[src/rtl/perf_pkg.sv]
// -----------------------------------------------------------------------------
// perf_pkg
// Shared definitions for the performance-counter family: the default counter
// width and the windowed-sampler state type. Users of the upstream
// performance counter import this package so that counter widths agree.
// -----------------------------------------------------------------------------
package perf_pkg;

    // Default width of the free-running performance counters and of every
    // count/delta derived from them.
    localparam int PERF_COUNTER_WIDTH = 32;

    // Windowed sampler control states.
    //   IDLE : not sampling; waiting for enable with a non-zero window length
    //   ARM  : capture baseline counter values and the window length
    //   RUN  : accumulate until the window length has elapsed
    typedef enum logic [1:0] {
        IDLE = 2'd0,
        ARM  = 2'd1,
        RUN  = 2'd2
    } perf_state_e;

endpackage : perf_pkg

[src/rtl/perf_window_sampler.sv]
// -----------------------------------------------------------------------------
// perf_window_sampler
// Turns two free-running performance counters (blocks processed, cycles
// elapsed) into back-to-back fixed-length measurement windows. At the end of
// each window the block and cycle deltas are offered to a consumer through a
// valid/ready holding register; running statistics (largest block delta and
// number of completed windows) are kept alongside, plus a sticky overrun flag
// for windows whose sample could not be delivered.
//
// Ports
//   clk              in   clock
//   rst_n            in   synchronous active-low reset
//   blocks_processed in   free-running block count          [COUNTER_WIDTH]
//   cycles_elapsed   in   free-running cycle count          [COUNTER_WIDTH]
//   enable           in   level; start / continue sampling
//   window_cycles    in   window length, taken in ARM       [WINDOW_WIDTH]
//   clear            in   pulse; clears statistics
//   sample_ready     in   consumer accepts the held sample
//   sample_valid     out  a sample is held
//   sample_blocks    out  blocks completed in the window    [COUNTER_WIDTH]
//   sample_cycles    out  cycles spanned by the window      [COUNTER_WIDTH]
//   max_blocks       out  largest captured block delta      [COUNTER_WIDTH]
//   window_count     out  windows completed                 [COUNTER_WIDTH]
//   overrun          out  sticky; a window ended while a sample was pending
// All outputs come straight from registers.
// -----------------------------------------------------------------------------
module perf_window_sampler
    import perf_pkg::*;
#(
    parameter int COUNTER_WIDTH = PERF_COUNTER_WIDTH,
    parameter int WINDOW_WIDTH  = 16
) (
    input  logic                     clk,
    input  logic                     rst_n,
    input  logic [COUNTER_WIDTH-1:0] blocks_processed,
    input  logic [COUNTER_WIDTH-1:0] cycles_elapsed,
    input  logic                     enable,
    input  logic [WINDOW_WIDTH-1:0]  window_cycles,
    input  logic                     clear,
    input  logic                     sample_ready,
    output logic                     sample_valid,
    output logic [COUNTER_WIDTH-1:0] sample_blocks,
    output logic [COUNTER_WIDTH-1:0] sample_cycles,
    output logic [COUNTER_WIDTH-1:0] max_blocks,
    output logic [COUNTER_WIDTH-1:0] window_count,
    output logic                     overrun
);

    localparam logic [COUNTER_WIDTH-1:0] CNT_ZERO = {COUNTER_WIDTH{1'b0}};
    localparam logic [COUNTER_WIDTH-1:0] CNT_ONE  = {{(COUNTER_WIDTH-1){1'b0}}, 1'b1};
    localparam logic [WINDOW_WIDTH-1:0]  WIN_ZERO = {WINDOW_WIDTH{1'b0}};

    // -------------------------------------------------------------------------
    // Registers
    // -------------------------------------------------------------------------
    perf_state_e               r_state;
    logic [COUNTER_WIDTH-1:0]  r_base_blocks;
    logic [COUNTER_WIDTH-1:0]  r_base_cycles;
    logic [WINDOW_WIDTH-1:0]   r_win_len;
    logic                      r_sample_valid;
    logic [COUNTER_WIDTH-1:0]  r_sample_blocks;
    logic [COUNTER_WIDTH-1:0]  r_sample_cycles;
    logic [COUNTER_WIDTH-1:0]  r_max_blocks;
    logic [COUNTER_WIDTH-1:0]  r_window_count;
    logic                      r_overrun;

    // -------------------------------------------------------------------------
    // Wires
    // -------------------------------------------------------------------------
    perf_state_e               w_next_state;
    logic                      w_in_arm;
    logic                      w_in_run;
    logic [COUNTER_WIDTH-1:0]  w_win_len_ext;
    logic [COUNTER_WIDTH-1:0]  w_delta_cycles;
    logic [COUNTER_WIDTH-1:0]  w_delta_blocks;
    logic                      w_win_end;
    logic                      w_capture;
    logic                      w_drop;
    logic                      w_release;

    // FSM state register.
    always_ff @(posedge clk) begin
        if (!rst_n) begin
            r_state <= IDLE;
        end else begin
            r_state <= w_next_state;
        end
    end

    // FSM next-state logic; dropping enable abandons any partial window.
    always_comb begin
        w_next_state = r_state;
        case (r_state)
            IDLE: begin
                if (enable && (window_cycles != WIN_ZERO)) begin
                    w_next_state = ARM;
                end else begin
                    w_next_state = IDLE;
                end
            end
            ARM: begin
                if (enable) begin
                    w_next_state = RUN;
                end else begin
                    w_next_state = IDLE;
                end
            end
            RUN: begin
                if (enable) begin
                    w_next_state = RUN;
                end else begin
                    w_next_state = IDLE;
                end
            end
            default: begin
                w_next_state = IDLE;
            end
        endcase
    end

    // FSM output decode. A RUN cycle with enable low is the exit cycle and
    // must not be allowed to close a window.
    always_comb begin
        w_in_arm = 1'b0;
        w_in_run = 1'b0;
        case (r_state)
            IDLE: begin
                w_in_arm = 1'b0;
                w_in_run = 1'b0;
            end
            ARM: begin
                w_in_arm = 1'b1;
                w_in_run = 1'b0;
            end
            RUN: begin
                w_in_arm = 1'b0;
                w_in_run = enable;
            end
            default: begin
                w_in_arm = 1'b0;
                w_in_run = 1'b0;
            end
        endcase
    end

    // Unsigned subtraction wraps modulo 2^COUNTER_WIDTH, so a counter that
    // rolls over inside a window still yields the true elapsed amount.
    assign w_win_len_ext  = COUNTER_WIDTH'(r_win_len);
    assign w_delta_cycles = cycles_elapsed   - r_base_cycles;
    assign w_delta_blocks = blocks_processed - r_base_blocks;
    assign w_win_end      = w_in_run && (w_delta_cycles >= w_win_len_ext);

    // A finished window is stored when the holding register is free or is
    // being emptied this very cycle; otherwise the new result is lost.
    assign w_capture = w_win_end && (!r_sample_valid || sample_ready);
    assign w_drop    = w_win_end && r_sample_valid && !sample_ready;
    assign w_release = !w_win_end && r_sample_valid && sample_ready;

    // Baseline and window length: loaded in ARM, re-based at every window
    // end so the next window starts in the same cycle with no gap.
    always_ff @(posedge clk) begin
        if (!rst_n) begin
            r_base_blocks <= CNT_ZERO;
            r_base_cycles <= CNT_ZERO;
            r_win_len     <= WIN_ZERO;
        end else if (w_in_arm) begin
            r_base_blocks <= blocks_processed;
            r_base_cycles <= cycles_elapsed;
            r_win_len     <= window_cycles;
        end else if (w_win_end) begin
            r_base_blocks <= blocks_processed;
            r_base_cycles <= cycles_elapsed;
            r_win_len     <= r_win_len;
        end else begin
            r_base_blocks <= r_base_blocks;
            r_base_cycles <= r_base_cycles;
            r_win_len     <= r_win_len;
        end
    end

    // Sample holding register with valid/ready handshake; contents are frozen
    // while a sample waits to be accepted.
    always_ff @(posedge clk) begin
        if (!rst_n) begin
            r_sample_valid  <= 1'b0;
            r_sample_blocks <= CNT_ZERO;
            r_sample_cycles <= CNT_ZERO;
        end else if (w_capture) begin
            r_sample_valid  <= 1'b1;
            r_sample_blocks <= w_delta_blocks;
            r_sample_cycles <= w_delta_cycles;
        end else if (w_release) begin
            r_sample_valid  <= 1'b0;
            r_sample_blocks <= r_sample_blocks;
            r_sample_cycles <= r_sample_cycles;
        end else begin
            r_sample_valid  <= r_sample_valid;
            r_sample_blocks <= r_sample_blocks;
            r_sample_cycles <= r_sample_cycles;
        end
    end

    // Peak block delta over captured samples only. When clear coincides with
    // a capture the fresh delta becomes the new peak rather than zero.
    always_ff @(posedge clk) begin
        if (!rst_n) begin
            r_max_blocks <= CNT_ZERO;
        end else if (w_capture && (clear || (w_delta_blocks > r_max_blocks))) begin
            r_max_blocks <= w_delta_blocks;
        end else if (clear) begin
            r_max_blocks <= CNT_ZERO;
        end else begin
            r_max_blocks <= r_max_blocks;
        end
    end

    // Completed-window counter; clear takes priority over a same-cycle end.
    always_ff @(posedge clk) begin
        if (!rst_n) begin
            r_window_count <= CNT_ZERO;
        end else if (clear) begin
            r_window_count <= CNT_ZERO;
        end else if (w_win_end) begin
            r_window_count <= r_window_count + CNT_ONE;
        end else begin
            r_window_count <= r_window_count;
        end
    end

    // Sticky overrun flag; clear takes priority over a same-cycle drop.
    always_ff @(posedge clk) begin
        if (!rst_n) begin
            r_overrun <= 1'b0;
        end else if (clear) begin
            r_overrun <= 1'b0;
        end else if (w_drop) begin
            r_overrun <= 1'b1;
        end else begin
            r_overrun <= r_overrun;
        end
    end

    assign sample_valid  = r_sample_valid;
    assign sample_blocks = r_sample_blocks;
    assign sample_cycles = r_sample_cycles;
    assign max_blocks    = r_max_blocks;
    assign window_count  = r_window_count;
    assign overrun       = r_overrun;

endmodule : perf_window_sampler

[config.mk]
export PLATFORM = sky130hd
export DESIGN_NAME = perf_window_sampler
export DESIGN_NICKNAME = d
export VERILOG_FILES = /design/src/rtl/perf_pkg.sv /design/src/rtl/perf_window_sampler.sv
export SDC_FILE = /design/constraint.sdc
export NUM_CORES = 1
export LEC_CHECK = 0
export ABC_CLOCK_PERIOD_IN_PS = 14300
export CORE_ASPECT_RATIO = 0.75
export CORE_MARGIN = 3
export CORE_UTILIZATION = 39
export CTS_BUF_LIST = sky130_fd_sc_hd__clkbuf_16
export DETAILED_ROUTE_END_ITERATION = 10
export HOLD_SLACK_MARGIN = 0.15
export SETUP_SLACK_MARGIN = 0.5
export SLEW_MARGIN = 10
export SYNTH_ARGS = -nofsm -noshare
export SYNTH_HDL_FRONTEND = slang
export SYNTH_SLANG_ARGS = --single-unit
[constraint.sdc]
create_clock -name clk -period 14.3 [get_ports clk]
set_input_delay 4.29 -clock clk [delete_from_list [all_inputs] [get_ports clk]]
set_output_delay 4.29 -clock clk [all_outputs]
set_load 0.01 [all_outputs]
==> results.txt <==
Post-synth EDFFs: 0
DRC viols: 0
post-CTS setup buffers: 0
WS Path Type: in -> reg
Setup crit end kind: register
Port Buf Inserts: 214
dpl hpwl: 31.9 mm
# IOs: 215
Area growth, synth to finish: 23.8%
total number of vias: 12,700
clk slew on worst S/H paths: 0.06 ns
first-pass GRT wire length: 66.4 mm
Core Util, Final: 0.496
gr ovfl total: 0
Die X: 218 um
status: finished, final reports clean
worst min-delay path category: reg -> reg
DP Cell Count: 2,260
drt initial violations: 927
syn avg cell area: 7.79 um2
Layout Skew: 0.0102 ns
Worst Setup SP: cycles_elapsed[0]
sequential power share: 0.380
number of global-route vias before repair: 11,600
minimum clock period: 10.57 ns
Antenna Nets Post-Route: 0
flops & latches, synth: 212
Crit path max-delay family: compound AO/OA/AOI/OAI gates
layout net count: 2,046
Multi-input gate area: 0.00799 mm2
RSZ-0062 raised after global routing: false
setup violators final: 0
layout cells sized above 1: 0.0356
clock sink count: 212
Clk pwr share: 0.365
Cell Area, Placed: 0.0155 mm2
setup_tns: 0 ns
Root Buffer: clkbuf_16
switching pwr: 0.508 mW
R2R Path End: max_blocks[15]
Longest Clk Path Bufs: 3
FILL cells: 3,192
pwr/cell area: 100 mW/mm2
logic gate share of total power: 0.255
Synth area leaders: dfxtp_1 32%, ha_1 11%, nand3_1 5.9%
drt total wl: 43.0 mm
Synth Flop Type: dfxtp_1
final worst slack: 3.73 ns
count leader, synth: dfxtp_1
CP max-delay cell: nor4_2
Clk Latency, worst-skew pair: 0.54 ns
largest area contributor in the netlist: dfxtp_1
Post-Syn Nets: 1,889
Cells after Synth: 1,687
Worst R2R Start: r_base_cycles[0]
Final Cell Area: 0.0163 mm2
crit path DAT: 11.04 ns
total power: 1.63 mW
GP Congestion: 0.924
CP Buf/Inv Count: 4
cell breakdown of the critical path: clkdlybuf4s50_1, inv_1, ha_1, inv_1, fa_1, a211oi_1, o21ai_2, o21ai_1, nand2b_1, xor2_1, ha_1, and3_1, a221o_1, nand2_1, and3b_1, a21oi_1, nor3b_1, o2111ai_1, nor4_2, nand3_2, buf_4, a21oi_1, a22o_1
post-cts resize count: 0
vias per cell: 5.53
worst endpoint required time: 14.78 ns
Pins Over Slew Limit: 0
Final Hold Vio Count: 0
Peak Freq: 94.6 MHz
Antenna Cells: 0
internal power: 1.12 mW
Finished Layout Cells: 2,298
worst-path fanout max: 30
Lkg Pwr: 5.88 nW
Crit path depth: 23
Yosys Warn Count: 0
# rows: 57
Initial Util: 0.401
sw frac: 0.312
Yosys cell types: 75
ys async rst share: 0
total core area: 0.0328 mm2
crit share post-route: 0.739
Commonest cells post-synth: 212 x dfxtp_1, 170 x nand2_1, 155 x nand3_1
FF+latch area: 0.00424 mm2
FF-to-FF setup slack: 7.70 ns
Die ar.: 0.0360 mm2
Total GRT Usage: 0.232
CP Capture Point: max_blocks[15]
Netlist Area Pre-Place: 0.0131 mm2
total number of H-tree levels: 1
Num CTS Buffers: 24
Max Cap Viol: 0
initial antenna violation count: 0
Rel. slew slack: 0.279
FF-to-FF path depth: 21
worst hold slack: 0.448 ns
Seq/Total Area, Yosys: 0.323
hold buffers post-CTS: 0
slowest stage delay, CP: 0.70 ns
largest net degree at the start of global routing: 99
worst vdd ir: 0.0000668 V
crit path launch type: primary input
Yosys top cell area share: 0.323
Place WS: 3.33 ns
TritonCTS clock tree: built
Routed wire per std cell: 18.7 um
Die Y: 165 um
1st-pass router iterations: 5
Least-Margin Pin Slew: 1.08 ns
## state kept, by name, indices dropped and copies added, names as in the netlist
| signal | cells |
|---|---|
| sample_cycles | 32 |
| r_base_cycles | 32 |
| r_win_len | 16 |
| max_blocks | 32 |
| r_state | 2 |
| r_base_blocks | 32 |
| sample_valid | 1 |
| sample_blocks | 32 |
| overrun | 1 |
| window_count | 32 |
## cells in the final DEF, fill, tap and decap left out, types with 10 or more instances in the layout
master / netlist / final
or3_1: 19 / 19
a211oi_1: 10 / 10
nand3_1: 155 / 154
mux2i_1: 26 / 26
xor2_1: 12 / 12
a21o_1: 43 / 43
nand2b_1: 12 / 12
and3_1: 24 / 24
clkdlybuf4s50_1: 0 / 213
nor2_1: 65 / 63
o21ai_1: 131 / 131
ha_1: 115 / 115
nand4_1: 19 / 19
buf_4: 9 / 12
o21ai_0: 44 / 44
dfxtp_1: 212 / 212
xnor2_1: 41 / 41
clkbuf_16: 0 / 25
a21oi_1: 146 / 146
o21a_1: 23 / 23
inv_1: 140 / 143
o31ai_1: 16 / 16
nand2_1: 170 / 169
and2_1: 15 / 14
nor3_1: 15 / 15
## layout make-up
class                   count  share of cell area
clock inverters            13             0.00646
well taps                 442              0.0340
inverters                 140              0.0323
clock buffers              25              0.0384
flip-flops and latches    212               0.261
multi-input cells        1240               0.491
repair buffers            226               0.137
## routing by layer
layer / wire (um) / track usage / vias to the layer above
met2: 16800 / 0.326 / 387
met4: 824 / 0.0462 / 0
met3: 2760 / 0.0384 / 56
met1: 22600 / 0.366 / 5935
li1: - / - / 6329
met5: 0 / 0.00417 / -
## power by group through the flow
stage / clock network (mW) / logic (mW) / registers [mW]
3_5_place_dp: 0 / 0.407 / 0.630
5_1_grt: 0.635 / 0.461 / 0.619
3_3_place_gp: 0 / 0.404 / 0.630
2_1_floorplan: 0 / 0.279 / 0.630
4_1_cts: 0.614 / 0.410 / 0.618
6_report: 0.595 / 0.415 / 0.618
## worst min path at each step
| stage | endpoint | from | cells after the start |
|---|---|---|---|
| floorplan | r_base_blocks[10] | r_base_blocks[10] | 2 |
| global placement | sample_cycles[23] | sample_cycles[23] | 2 |
| detailed placement | sample_cycles[20] | sample_cycles[20] | 2 |
| CTS | sample_cycles[23] | sample_cycles[23] | 2 |
| global route | sample_cycles[26] | sample_cycles[26] | 2 |
| finish | sample_blocks[27] | sample_blocks[27] | 2 |
## worst min-delay path: stages, from the launching register on
cell and delay (ns):
dfxtp_1 0.31, nand2_1 0.05, o21ai_1 0.05
## logic make-up (layout without fill, tap and decap cells)
| group | count (synthesis) | count (layout) | synth area share |
|---|---|---|---|
| XOR/XNOR | 53 | 53 | 0.0353 |
| flip-flops | 212 | 212 | 0.323 |
| AO/OA/AOI/OAI | 509 | 509 | 0.239 |
| adder cells (fa/ha/maj) | 117 | 117 | 0.112 |
| AND/OR/NAND/NOR | 534 | 534 | 0.197 |
| multiplexers | 27 | 27 | 0.0207 |
| buffers and inverters | 235 | 404 | 0.0721 |
(Power assumes the default switching activity.)
